[src/rtl/axi_lite_pkg.sv]
// Shared types and address-decode helper for the AXI-Lite register-file responder.
package axi_lite_pkg;

  typedef enum logic [1:0] {
    OKAY   = 2'b00,
    SLVERR = 2'b10
  } resp_t;

  typedef enum logic [2:0] {
    W_IDLE,
    W_HAVE_AW,
    W_HAVE_W,
    W_COMMIT,
    W_RESP
  } wr_state_t;

  typedef enum logic {
    R_IDLE,
    R_DATA
  } rd_state_t;

  // Word-aligned and inside [base, base + 4*num_regs); the offset form avoids wrap at the top of the map.
  function automatic logic addr_ok(input logic [31:0] addr, input logic [31:0] base,
                                   input int num_regs);
    logic [31:0] span;
    span = 32'(num_regs) << 2;
    return (addr[1:0] == 2'b00) && (addr >= base) && ((addr - base) < span);
  endfunction

endpackage

[src/rtl/axi_lite_reg_bank.sv]
// Register storage: async clear, one byte-enabled write port, one combinational read port.
module axi_lite_reg_bank #(
  parameter int NUM_REGS = 16,
  parameter int IDX_W    = $clog2(NUM_REGS)
) (
  input  logic             clk,
  input  logic             rstn,
  input  logic             we,
  input  logic [IDX_W-1:0] wr_idx,
  input  logic [31:0]      wr_data,
  input  logic [3:0]       wr_strb,
  input  logic [IDX_W-1:0] rd_idx,
  output logic [31:0]      rd_data
);

  logic [31:0] regs [NUM_REGS];

  always_ff @(posedge clk or negedge rstn) begin
    if (!rstn) begin
      for (int i = 0; i < NUM_REGS; i++) regs[i] <= '0;
    end else if (we) begin
      for (int b = 0; b < 4; b++) begin
        if (wr_strb[b]) regs[wr_idx][8*b +: 8] <= wr_data[8*b +: 8];
      end
    end
  end

  assign rd_data = regs[rd_idx];

endmodule

[src/rtl/axi_lite_regfile_slave.sv]
// AXI-Lite responder fronting a word-addressed register bank; independent write and read FSMs.
//   state     | meaning
//   W_IDLE    | waiting for AW and/or W
//   W_HAVE_AW | address held, waiting for W
//   W_HAVE_W  | data held, waiting for AW
//   W_COMMIT  | bank write (if decoded) and response issue at exiting edge
//   W_RESP    | bvalid held until bready
//   R_IDLE    | waiting for AR
//   R_DATA    | rvalid held until rready
module axi_lite_regfile_slave
  import axi_lite_pkg::*;
#(
  parameter int              ADDR_W    = 32,
  parameter int              DATA_W    = 32,
  parameter int              NUM_REGS  = 16,
  parameter logic [ADDR_W-1:0] BASE_ADDR = '0
) (
  input  logic                clk,
  input  logic                rstn,
  input  logic                awvalid,
  input  logic [ADDR_W-1:0]   awaddr,
  output logic                awready,
  input  logic                wvalid,
  input  logic [DATA_W-1:0]   wdata,
  input  logic [DATA_W/8-1:0] wstrb,
  output logic                wready,
  output logic                bvalid,
  output logic [1:0]          bresp,
  input  logic                bready,
  input  logic                arvalid,
  input  logic [ADDR_W-1:0]   araddr,
  output logic                arready,
  output logic                rvalid,
  output logic [DATA_W-1:0]   rdata,
  output logic [1:0]          rresp,
  input  logic                rready
);

  localparam int IDX_W = $clog2(NUM_REGS);

  wr_state_t           wr_state;
  rd_state_t           rd_state;
  logic [ADDR_W-1:0]   aw_addr_q;
  logic [DATA_W-1:0]   w_data_q;
  logic [DATA_W/8-1:0] w_strb_q;

  logic aw_hs, w_hs, ar_hs;
  logic aw_ok, ar_ok;
  logic bank_we;
  logic [IDX_W-1:0]  wr_idx, rd_idx;
  logic [DATA_W-1:0] bank_rd_data;

  assign aw_hs   = awvalid && awready;
  assign w_hs    = wvalid && wready;
  assign ar_hs   = arvalid && arready;
  assign aw_ok   = addr_ok(aw_addr_q, BASE_ADDR, NUM_REGS);
  assign ar_ok   = addr_ok(araddr, BASE_ADDR, NUM_REGS);
  assign wr_idx  = IDX_W'((aw_addr_q - BASE_ADDR) >> 2);
  assign rd_idx  = IDX_W'((araddr - BASE_ADDR) >> 2);
  assign bank_we = (wr_state == W_COMMIT) && aw_ok;

  axi_lite_reg_bank #(
    .NUM_REGS (NUM_REGS),
    .IDX_W    (IDX_W)
  ) u_bank (
    .clk     (clk),
    .rstn    (rstn),
    .we      (bank_we),
    .wr_idx  (wr_idx),
    .wr_data (w_data_q),
    .wr_strb (w_strb_q),
    .rd_idx  (rd_idx),
    .rd_data (bank_rd_data)
  );

  always_ff @(posedge clk or negedge rstn) begin
    if (!rstn) begin
      wr_state  <= W_IDLE;
      awready   <= 1'b0;
      wready    <= 1'b0;
      bvalid    <= 1'b0;
      bresp     <= OKAY;
      aw_addr_q <= '0;
      w_data_q  <= '0;
      w_strb_q  <= '0;
    end else begin
      // Ready is only high in accepting states, so capture can sit outside the case.
      if (aw_hs) aw_addr_q <= awaddr;
      if (w_hs) begin
        w_data_q <= wdata;
        w_strb_q <= wstrb;
      end
      unique case (wr_state)
        W_IDLE: begin
          if (aw_hs && w_hs) begin
            wr_state <= W_COMMIT;
            awready  <= 1'b0;
            wready   <= 1'b0;
          end else if (aw_hs) begin
            wr_state <= W_HAVE_AW;
            awready  <= 1'b0;
            wready   <= 1'b1;
          end else if (w_hs) begin
            wr_state <= W_HAVE_W;
            awready  <= 1'b1;
            wready   <= 1'b0;
          end else begin
            awready  <= 1'b1;
            wready   <= 1'b1;
          end
        end
        W_HAVE_AW: begin
          if (w_hs) begin
            wr_state <= W_COMMIT;
            wready   <= 1'b0;
          end
        end
        W_HAVE_W: begin
          if (aw_hs) begin
            wr_state <= W_COMMIT;
            awready  <= 1'b0;
          end
        end
        W_COMMIT: begin
          wr_state <= W_RESP;
          bvalid   <= 1'b1;
          bresp    <= aw_ok ? OKAY : SLVERR;
        end
        W_RESP: begin
          if (bready) begin
            wr_state <= W_IDLE;
            bvalid   <= 1'b0;
            awready  <= 1'b1;
            wready   <= 1'b1;
          end
        end
        default: wr_state <= W_IDLE;
      endcase
    end
  end

  // Read data comes from the pre-edge bank contents, so a read on a commit edge sees the old value.
  always_ff @(posedge clk or negedge rstn) begin
    if (!rstn) begin
      rd_state <= R_IDLE;
      arready  <= 1'b0;
      rvalid   <= 1'b0;
      rdata    <= '0;
      rresp    <= OKAY;
    end else begin
      unique case (rd_state)
        R_IDLE: begin
          if (ar_hs) begin
            rd_state <= R_DATA;
            arready  <= 1'b0;
            rvalid   <= 1'b1;
            rdata    <= ar_ok ? bank_rd_data : '0;
            rresp    <= ar_ok ? OKAY : SLVERR;
          end else begin
            arready  <= 1'b1;
          end
        end
        R_DATA: begin
          if (rready) begin
            rd_state <= R_IDLE;
            rvalid   <= 1'b0;
            arready  <= 1'b1;
          end
        end
        default: rd_state <= R_IDLE;
      endcase
    end
  end

endmodule

[config.mk]
export PLATFORM = sky130hd
export DESIGN_NAME = axi_lite_regfile_slave
export DESIGN_NICKNAME = d
export VERILOG_FILES = /design/src/rtl/axi_lite_pkg.sv /design/src/rtl/axi_lite_reg_bank.sv /design/src/rtl/axi_lite_regfile_slave.sv
export SDC_FILE = /design/constraint.sdc
export NUM_CORES = 1
export LEC_CHECK = 0
export ABC_AREA = 1
export BUFFER_PORTS_ARGS = -buffer_cell sky130_fd_sc_hd__buf_2
export CORE_UTILIZATION = 35
export DETAILED_ROUTE_END_ITERATION = 12
export SKIP_LAST_GASP = 1
export SYNTH_ARGS = -nofsm -noshare
export SYNTH_HDL_FRONTEND = slang
export SYNTH_SLANG_ARGS = --single-unit
[constraint.sdc]
create_clock -name clk -period 3.3 [get_ports clk]
set_input_delay 0.165 -clock clk [delete_from_list [all_inputs] [get_ports clk]]
set_output_delay 0.165 -clock clk [all_outputs]
set_load 0.1 [all_outputs]
== Yosys cells after proc, flatten, opt, wreduce, memory -nomap -nowiden ==
Cells that the tools add are included.

* Bits in registers: 625
* Bits of input ports: 107
* Output and inout bits: 41

* Order comparisons: 7
* Bitwise logic cells: 3
* Multiplexer cells: 53
* Reductions and logical operators: 22
* Eq/ne operators: 10

{| class="wikitable"
|+ Operator list
! cell !! number
|-
| $mux 512 || 7
|-
| $bwmux 512 || 4
|-
| $demux 32 s4 || 4
|-
| $bmux 32 s4 || 1
|-
| $mux 32 || 4
|-
| $ge 32x1->1 const B || 2
|-
| $lt 32x7->1 const B || 2
|-
| $mux 24 || 1
|-
| $mux 3 || 6
|-
| $mux 16 || 1
|-
| $mux 1 || 15
|-
| $pmux 3 s5 || 1
|-
| $ge 5x5->1 const B || 2
|-
| $logic_and 1x1->1 || 10
|-
| $ne 2x2->1 const B || 5
|-
| $not 4->5 || 2
|-
| $mux 8 || 1
|-
| $pmux 1 s2 || 4
|-
| $eq 3x2->1 const B || 2
|-
| $pmux 1 s3 || 2
|-
| $reduce_and 2->1 || 3
|-
| $reduce_and 3->1 || 2
|-
| $reduce_bool 3->1 || 2
|-
| $lt 5x1->1 const B || 1
|-
| 9 further kinds || 11
|}

== Longest topological paths before layout ==
Gate-level depths: netlist of run 1.

* Word-level depth: 16
* Depth in mapped cells: 11
* Mapped depth without buffers: 9

== By module ==
A second synthesis of run 1 with hierarchy kept.

* Cell total of the unflattened synthesis: 3895
* Area total of the unflattened synthesis: 29628.4 sq um

{| class="wikitable"
|+ By module, submodules not included
! module !! cells an instance !! times used !! area each (sq um) !! seq. area each (sq um)
|-
| axi_lite_reg_bank || 3317 || 1 || 24831.3 || 12812.3
|-
| axi_lite_regfile_slave || 578 || 1 || 4797.1 || 2777.7
|}

== Worst setup path after synthesis of run 1 ==
No wires, ideal clock.

* Path type: flip-flop to flip-flop
* Start point: register arready
* End point: register rdata[21]
* Slack: 1.051 ns
* Data arrival time: 2.182 ns
* Stages on the path, launching flop included: 8
* Buffers on the path: 1
* Cell sequence: dfrtp_1 nand3_1 nor2_1 nand2_1 nor2_1 clkbuf_1 nand3_1 nand2_1

* Longest elaborated chain between the ends: 2

{| class="wikitable"
|+ Ends and longest elaborated chain
! item !! line !! text
|-
| start, declared || axi_lite_regfile_slave.sv:32 || <nowiki>output logic arready,</nowiki>
|-
| start signal, assigned || axi_lite_regfile_slave.sv:146 || <nowiki>arready <= 1'b0;</nowiki>
|-
| start signal, assigned || axi_lite_regfile_slave.sv:155 || <nowiki>arready <= 1'b0;</nowiki>
|-
| start signal, assigned || axi_lite_regfile_slave.sv:160 || <nowiki>arready <= 1'b1;</nowiki>
|-
| $logic_and 1x1->1 || axi_lite_regfile_slave.sv:55 || <nowiki>assign ar_hs = arvalid && arready;</nowiki>
|-
| $reduce_and 2->1 (no source line) || - ||
|-
| end signal, assigned || axi_lite_regfile_slave.sv:157 || <nowiki>rdata <= ar_ok ? bank_rd_data : '0;</nowiki>
|-
| end, declared || axi_lite_regfile_slave.sv:34 || <nowiki>output logic [DATA_W-1:0] rdata,</nowiki>
|}

Every way passes these cells.
A chain may end at the register's enable or synchronous reset.

== Final worst setup path of run 1 ==
* Start point: input port araddr[11]
* End point: register rdata[30]

* Longest elaborated chain between the ends: 4
* Elaborated cells on any way between the ends: 5
* Those cells by class: order compare: 2; mux: 1; reduce/logical: 2

{| class="wikitable"
|+ Ends and longest elaborated chain
! item !! line !! text
|-
| start, declared || axi_lite_regfile_slave.sv:31 || <nowiki>input logic [ADDR_W-1:0] araddr,</nowiki>
|-
| $ge 32x1->1 || axi_lite_pkg.sv:27 || <nowiki>return (addr[1:0] == 2'b00) && (addr >= base) && ((addr - base) < span);</nowiki>
|-
| $logic_and 1x1->1 || axi_lite_pkg.sv:27 ||
|-
| $logic_and 1x1->1 (*) || axi_lite_pkg.sv:27 ||
|-
| $mux 32 (*) || axi_lite_regfile_slave.sv:157 ||
|}

Every way passes the cells marked *; elsewhere a longest branch is shown, timed or not.

==> results of run 1 <==
[stage by stage]
stage | total power, mW | instances | setup WS [ns] | util
floorplan | 11.9 | 3968 | 1.05 | -
global placement | 14.3 | 4991 | 0.945 | 0.377
detailed placement | 14.3 | 4991 | 0.899 | 0.377
CTS | 22.6 | 5194 | 0.879 | 0.414
global route | 23.4 | 5194 | 0.658 | 0.414
finish | 22.6 | 5194 | 0.794 | 0.414
[layout make-up]
| class | instances | area [um^2] |
|---|---|---|
| fill | 8669 | 50300 |
| clock inverter | 30 | 398 |
| sequential | 623 | 15600 |
| timing repair buffer | 318 | 2510 |
| inverter | 42 | 168 |
| tap | 1144 | 1430 |
| multi-input combinational | 2939 | 13400 |
| clock buffer | 98 | 2020 |
[cell families after synthesis]
kind of cell	Yosys count
AOI/OAI and AO/OA	14
buffers and inverters	406
DFF	623
muxes	28
other	1
and+or+nand+nor	2895
[worst max-delay path, cell delays in order]
cell and delay, ns:
dlygate4sd3_1 0.54, buf_2 0.13, nor3_1 0.21, dlygate4sd3_1 0.58, nand2_1 0.05, dlygate4sd3_1 0.55, nor3_1 0.17, dlygate4sd3_1 0.57
nand2_1 0.06, nand2_1 0.05
[routing by layer]
layer | up-vias | routed length, um
met2 | 1033 | 46300
met5 | - | 0
met4 | 0 | 3170
li1 | 13300 | -
met3 | 160 | 7410
met1 | 13900 | 46500
[placed cells by master (no fill, tap or decap), types with 2 or more instances in the layout]
| cell | count |
|---|---|
| dfrtp_4 | 4 |
| mux2_2 | 28 |
| nand2_1 | 1752 |
| a21oi_1 | 7 |
| clkinv_4 | 2 |
| nor3_1 | 4 |
| clkbuf_8 | 15 |
| inv_16 | 2 |
| dlygate4sd3_1 | 75 |
| dfrtp_1 | 619 |
| clkinv_8 | 2 |
| inv_2 | 3 |
| nand2_2 | 2 |
| nand4_1 | 515 |
| o21ai_0 | 6 |
| nor2_4 | 18 |
| clkbuf_1 | 13 |
| clkinv_2 | 13 |
| buf_2 | 142 |
| clkinvlp_4 | 2 |
| buf_12 | 22 |
| bufinv_16 | 7 |
| buf_4 | 77 |
| conb_1 | 2 |
| or2_2 | 2 |
| inv_1 | 37 |
| nor2_1 | 52 |
| inv_6 | 2 |
| nand3_1 | 549 |
| clkbuf_16 | 71 |
[sequential cells by signal, summed over array words and instances (netlist names)]
signal       flops
wr_state         3
bresp            1
rvalid           1
aw_addr_q       32
wready           1
w_strb_q         4
rresp            1
rdata           32
w_data_q        32
awready          1
bvalid           1
rd_state         1
arready          1
u_bank.regs    512
[final timing paths]
path                       cells after the start              from  slack (ns)               end
max                                           10        araddr[11]        0.79         rdata[30]
min                                            2              rstn        0.03  u_bank.regs[484]
min reg2reg                                    2  u_bank.regs[197]        0.47  u_bank.regs[197]
min in group clk                               6            wvalid        0.08            wready
max in group asynchronous                      4              rstn        2.19  u_bank.regs[148]
max reg2reg                                   10       wr_state[2]        0.86  u_bank.regs[385]
[power breakdown]
part	internal [mW]	switching (mW)
sequential	8.08	2.13
clock	4.87	3.38
combinational	1.02	3.12
==> results.md, run 1 <==
* Status: complete, no violations
* Ys flop type: dfrtp_1
* Design area at 0.0355 mm^2
* Clk_lat worst skew at 0.64 ns
* Area share of the largest cell type after synthesis at 0.510
* Worst vdd ir at 0.497 mV
* Mapped cell area at 0.0306 mm^2
* Synth-to-Final Area Change at 16.3%
* GRT met1 Usage at 0.333
* Combinational family with the most area after synthesis: simple AND/OR/NAND/NOR gates
* Initial antenna violation count at 0
* Die Area at 0.0885 mm^2
* Routed Antenna Nets at 0
* XOR/XNOR Fraction of Synth Area at 0
* Rel. slew slack at 0.303
* TritonCTS Sinks at 623
* Total congestion overflow at 0
* Synth top area cells: dfrtp_1 51%, nand2_1 22%, nand4_1 11%, nand3_1 9.0%, clkbuf_1 3.3%
* Crit path capture type: flop
* Fmax at 399 MHz
* Post-Synth Adder-Cell Area at 0
* Global-route wire length before repair at 163 mm
* Fin nets at 4101
* Avg Inst Size Synth at 7.70 um^2
* TritonCTS clock tree: done
* RSZ-0062 raised after global routing: false
* Worst Path Required at 3.87 ns
* Final GP Congestion at 0.835
* Lkg Pwr at 17.9 nW
* Maximum clock path buffer count at 3
* Hold_buf cts at 75
* Core region area at 0.0858 mm^2
* Final Max Tran Viols at 0
* Final Hold Viols at 0
* Global Route Usage Sum at 0.231
* Slew @ Worst Pin at 1.04 ns
* Max-cap violations at 0
* Worst Skew at 0.0260 ns
* Num CTS Buffers at 70
* Met2 usage at 0.351
* Vias in the first global route at 27200
* Die width at 297 um
* CTS Root Cell: clkbuf_16
* Synth Area in Compound Gates at 0.00242
* Vias per cell at 5.48
* Min-delay worst type: input pin to asynchronous set/reset pin
* DRT Pass-1 Iters at 5
* Yosys Warn Count at 0
* Seq/Total Area, Yosys at 0.510
* Hold slack at 0.0293 ns
* Number of synthesized flops with an enable pin at 0
* Total setup buffers inserted after CTS at 0
* #FFs+latches synth at 623
* DPL Wire Length at 61.5 mm
* Post-synthesis async set-or-reset flop share at 1.00
* # rows at 107
* Drt wl/cell at 19.9 um
* Global route hottest layer: met2
* Placed Instance Area at 0.0324 mm^2
* Area leader, netlist: dfrtp_1
* Largest net degree at the start of global routing at 129
* H-Tree Depth at 3
* Starting Density at 0.356
* Worst-path maximum fanout at 2
* Netlist cell types at 20
* Port Buffers at 145
* Most frequent cell after synthesis: nand2_1
* Crit path kind: input pin to flop
* Setup TNS at 0 ns
* Worst-path clk slew at 0.06 ns
* Synth cell count leaders: 1754 x nand2_1, 623 x dfrtp_1, 550 x nand3_1
* Startpoint Class: input pin
* Pwr Density at 636 mW/mm^2
* Share of post-route cells with drive strength above 1 at 0.103
* Tcrit/Tclk final at 0.759
* Die height at 297 um
* Ports at 148
* Aggregate routed wire length at 103 mm
* Simple logic cell fraction of the synthesized area at 0.421
* Multiplexer share of the synthesized area at 0.0103
* Initial DRC Count at 3288
* # diodes at 0
* Via count at 28500
* Arrival time at the worst endpoint at 3.08 ns
* Cells after Synth at 3967
* # resized after CTS at 0
* Final setup vio count at 0
* Min cycle time layout at 2.51 ns
* DR DRC count at 0
* GR Util met3 at 0.0357
(Power assumes the default switching activity.)
==> run 2, diff against run 1 <==
==> constraint.sdc (replaced) <==
create_clock -name clk -period 2.25 [get_ports clk]
set_input_delay 0.1125 -clock clk [delete_from_list [all_inputs] [get_ports clk]]
set_output_delay 0.1125 -clock clk [all_outputs]
set_load 0.1 [all_outputs]
==> run 2 against run 1 <==
Against the previous run:
- die area unchanged
- first-iteration DRC count down 8.5%
- largest cell class unchanged
- highest routed layer unchanged
- worst setup slack worse by 0.68 ns
- routed wire length up 0.79%
- worst hold slack worse by 0.021 ns
- final area up 3.9%
- total power up 48%
- non-clock buffer count up 151
==> results.md, run 2 (synthesis gave the netlist of run 1 again) <==
* Status: complete, no violations
* Die height at 297 um
* Die width at 297 um
* Die Area at 0.0885 mm^2
* Num CTS Buffers at 70
* Pwr Density at 905 mW/mm^2
* Routed Antenna Nets at 0
* Final setup vio count at 0
* Fin nets at 4252
* Pre-CTS setup slack at 0.108 ns
* Worst-path clk slew at 0.06 ns
* Final Max Tran Viols at 0
* Fmax at 469 MHz
* Worst vdd ir at 0.729 mV
* Setup ws final at 0.118 ns
* Worst-path maximum fanout at 44
* Min cycle time layout at 2.13 ns
* Setup TNS at 0 ns
* Startpoint Class: flop
* Arrival time at the worst endpoint at 2.62 ns
* Placed Instance Area at 0.0337 mm^2
* Tcrit/Tclk final at 0.947
* Vias in the first global route at 27800
* Crit path capture type: flop
* Largest net degree at the start of global routing at 77
* TritonCTS clock tree: done
* Maximum clock path buffer count at 3
* Post-route insts no fill at 5338
* Drt wl/cell at 19.5 um
* Max-cap violations at 0
* Min-delay worst type: input pin to flop
* Share of post-route cells with drive strength above 1 at 0.133
* Starting Density at 0.356
* DPL Wire Length at 66.4 mm
* Port Buffers at 145
* Via count at 29000
* Worst Skew at 0.0268 ns
* Most frequent cells in the layout: 1752 x nand2_1, 619 x dfrtp_1, 539 x nand3_1
* Largest Register: u_bank.regs
* Total congestion overflow at 0
* Aggregate routed wire length at 104 mm
* Final GP Congestion at 0.836
* Lkg Pwr at 18.7 nW
* # diodes at 0
* DRT Pass-1 Iters at 5
* Dpl cells at 5131
* Final core utilization at 0.430
* DR DRC count at 0
* H-Tree Depth at 3
* Total Power at 33.4 mW
* RSZ-0062 raised after global routing: true
* Final Hold Viols at 0
* Global Route Usage Sum at 0.234
* Crit path kind: flop to flop
* TritonCTS Sinks at 623
* Vias per cell at 5.42
* # rows at 107
* Initial DRC Count at 3007
* Max reg flops at 512
* Rel. slew slack at 0.400
* Slew @ Worst Pin at 0.899 ns
* Ports at 148
* Synth-to-Final Area Change at 20.8%
* Hold slack at 0.00875 ns
* Initial antenna violation count at 0
* CTS Root Cell: clkbuf_16
* Total setup buffers inserted after CTS at 0
* Design area at 0.0369 mm^2
* Worst Path Required at 2.74 ns
* Global-route wire length before repair at 165 mm
* Core region area at 0.0858 mm^2
* Commonest non-fill, non-tap cell in the layout: nand2_1
* Clk_lat worst skew at 0.62 ns
## run 2: cell types whose count changed in the layout (fill, tap and decap cells not counted), sizes merged
cell	before	now
clkbuf	99	103
dlygate4sd3	75	86
buf	242	382
bufinv	7	5
clkinv	17	13
clkinvlp	2	0
inv	46	43
## run 2: power by group
| group | switching [mW] | internal [mW] | total (mW) |
|---|---|---|---|
| logic | 5.60 | 2.05 | 7.66 |
| registers | 2.20 | 11.9 | 14.1 |
| clock network | 4.76 | 6.91 | 11.7 |
| total | 12.6 | 20.8 | 33.4 |
## run 2: critical path: stages, from the launching register on
cell	delay [ns]
dfrtp_1	0.41
inv_2	0.09
nand3_1	0.18
nor2_1	0.15
nand2_1	0.09
nor2_4	0.14
buf_12	0.19
buf_12	0.23
nand3_1	0.30
nand2_1	0.16
nand2_1	0.06
## run 2: worst paths after layout
check                           slack, ns  depth (start not counted)              from               end
min in group asynchronous            0.10                          2              rstn  u_bank.regs[385]
worst min register to register       0.47                          2  u_bank.regs[471]  u_bank.regs[471]
worst max-delay path                 0.12                         10       wr_state[2]   u_bank.regs[10]
worst max register to register       0.12                         10       wr_state[2]   u_bank.regs[10]
max in group asynchronous            1.26                          3              rstn  u_bank.regs[176]
worst min-delay path                0.009                          5            wvalid       w_strb_q[2]
## run 2: final cells by class
| class | instances | area [um^2] |
|---|---|---|
| inverter | 42 | 168 |
| clock inverter | 19 | 250 |
| timing repair buffer | 469 | 3950 |
| clock buffer | 102 | 2060 |
| fill | 8547 | 48900 |
| multi-input combinational | 2939 | 13400 |
| sequential | 623 | 15600 |
| tap | 1144 | 1430 |
## run 2: what timing repair did
action / CTS / global route
hold buffers: 86 / 0
endpoints found under the setup margin: 0 / 77
resized for setup: 0 / 10
hold endpoints to repair: 378 / 0
## run 2: routing by layer
metal / vias to the layer above / part of all wire / global-route usage
met5: - / 0 / 0
met4: 0 / 0.031 / 0.0837
met3: 190 / 0.069 / 0.0331
met2: 1098 / 0.45 / 0.361
met1: 14000 / 0.45 / 0.335
li1: 13700 / - / -
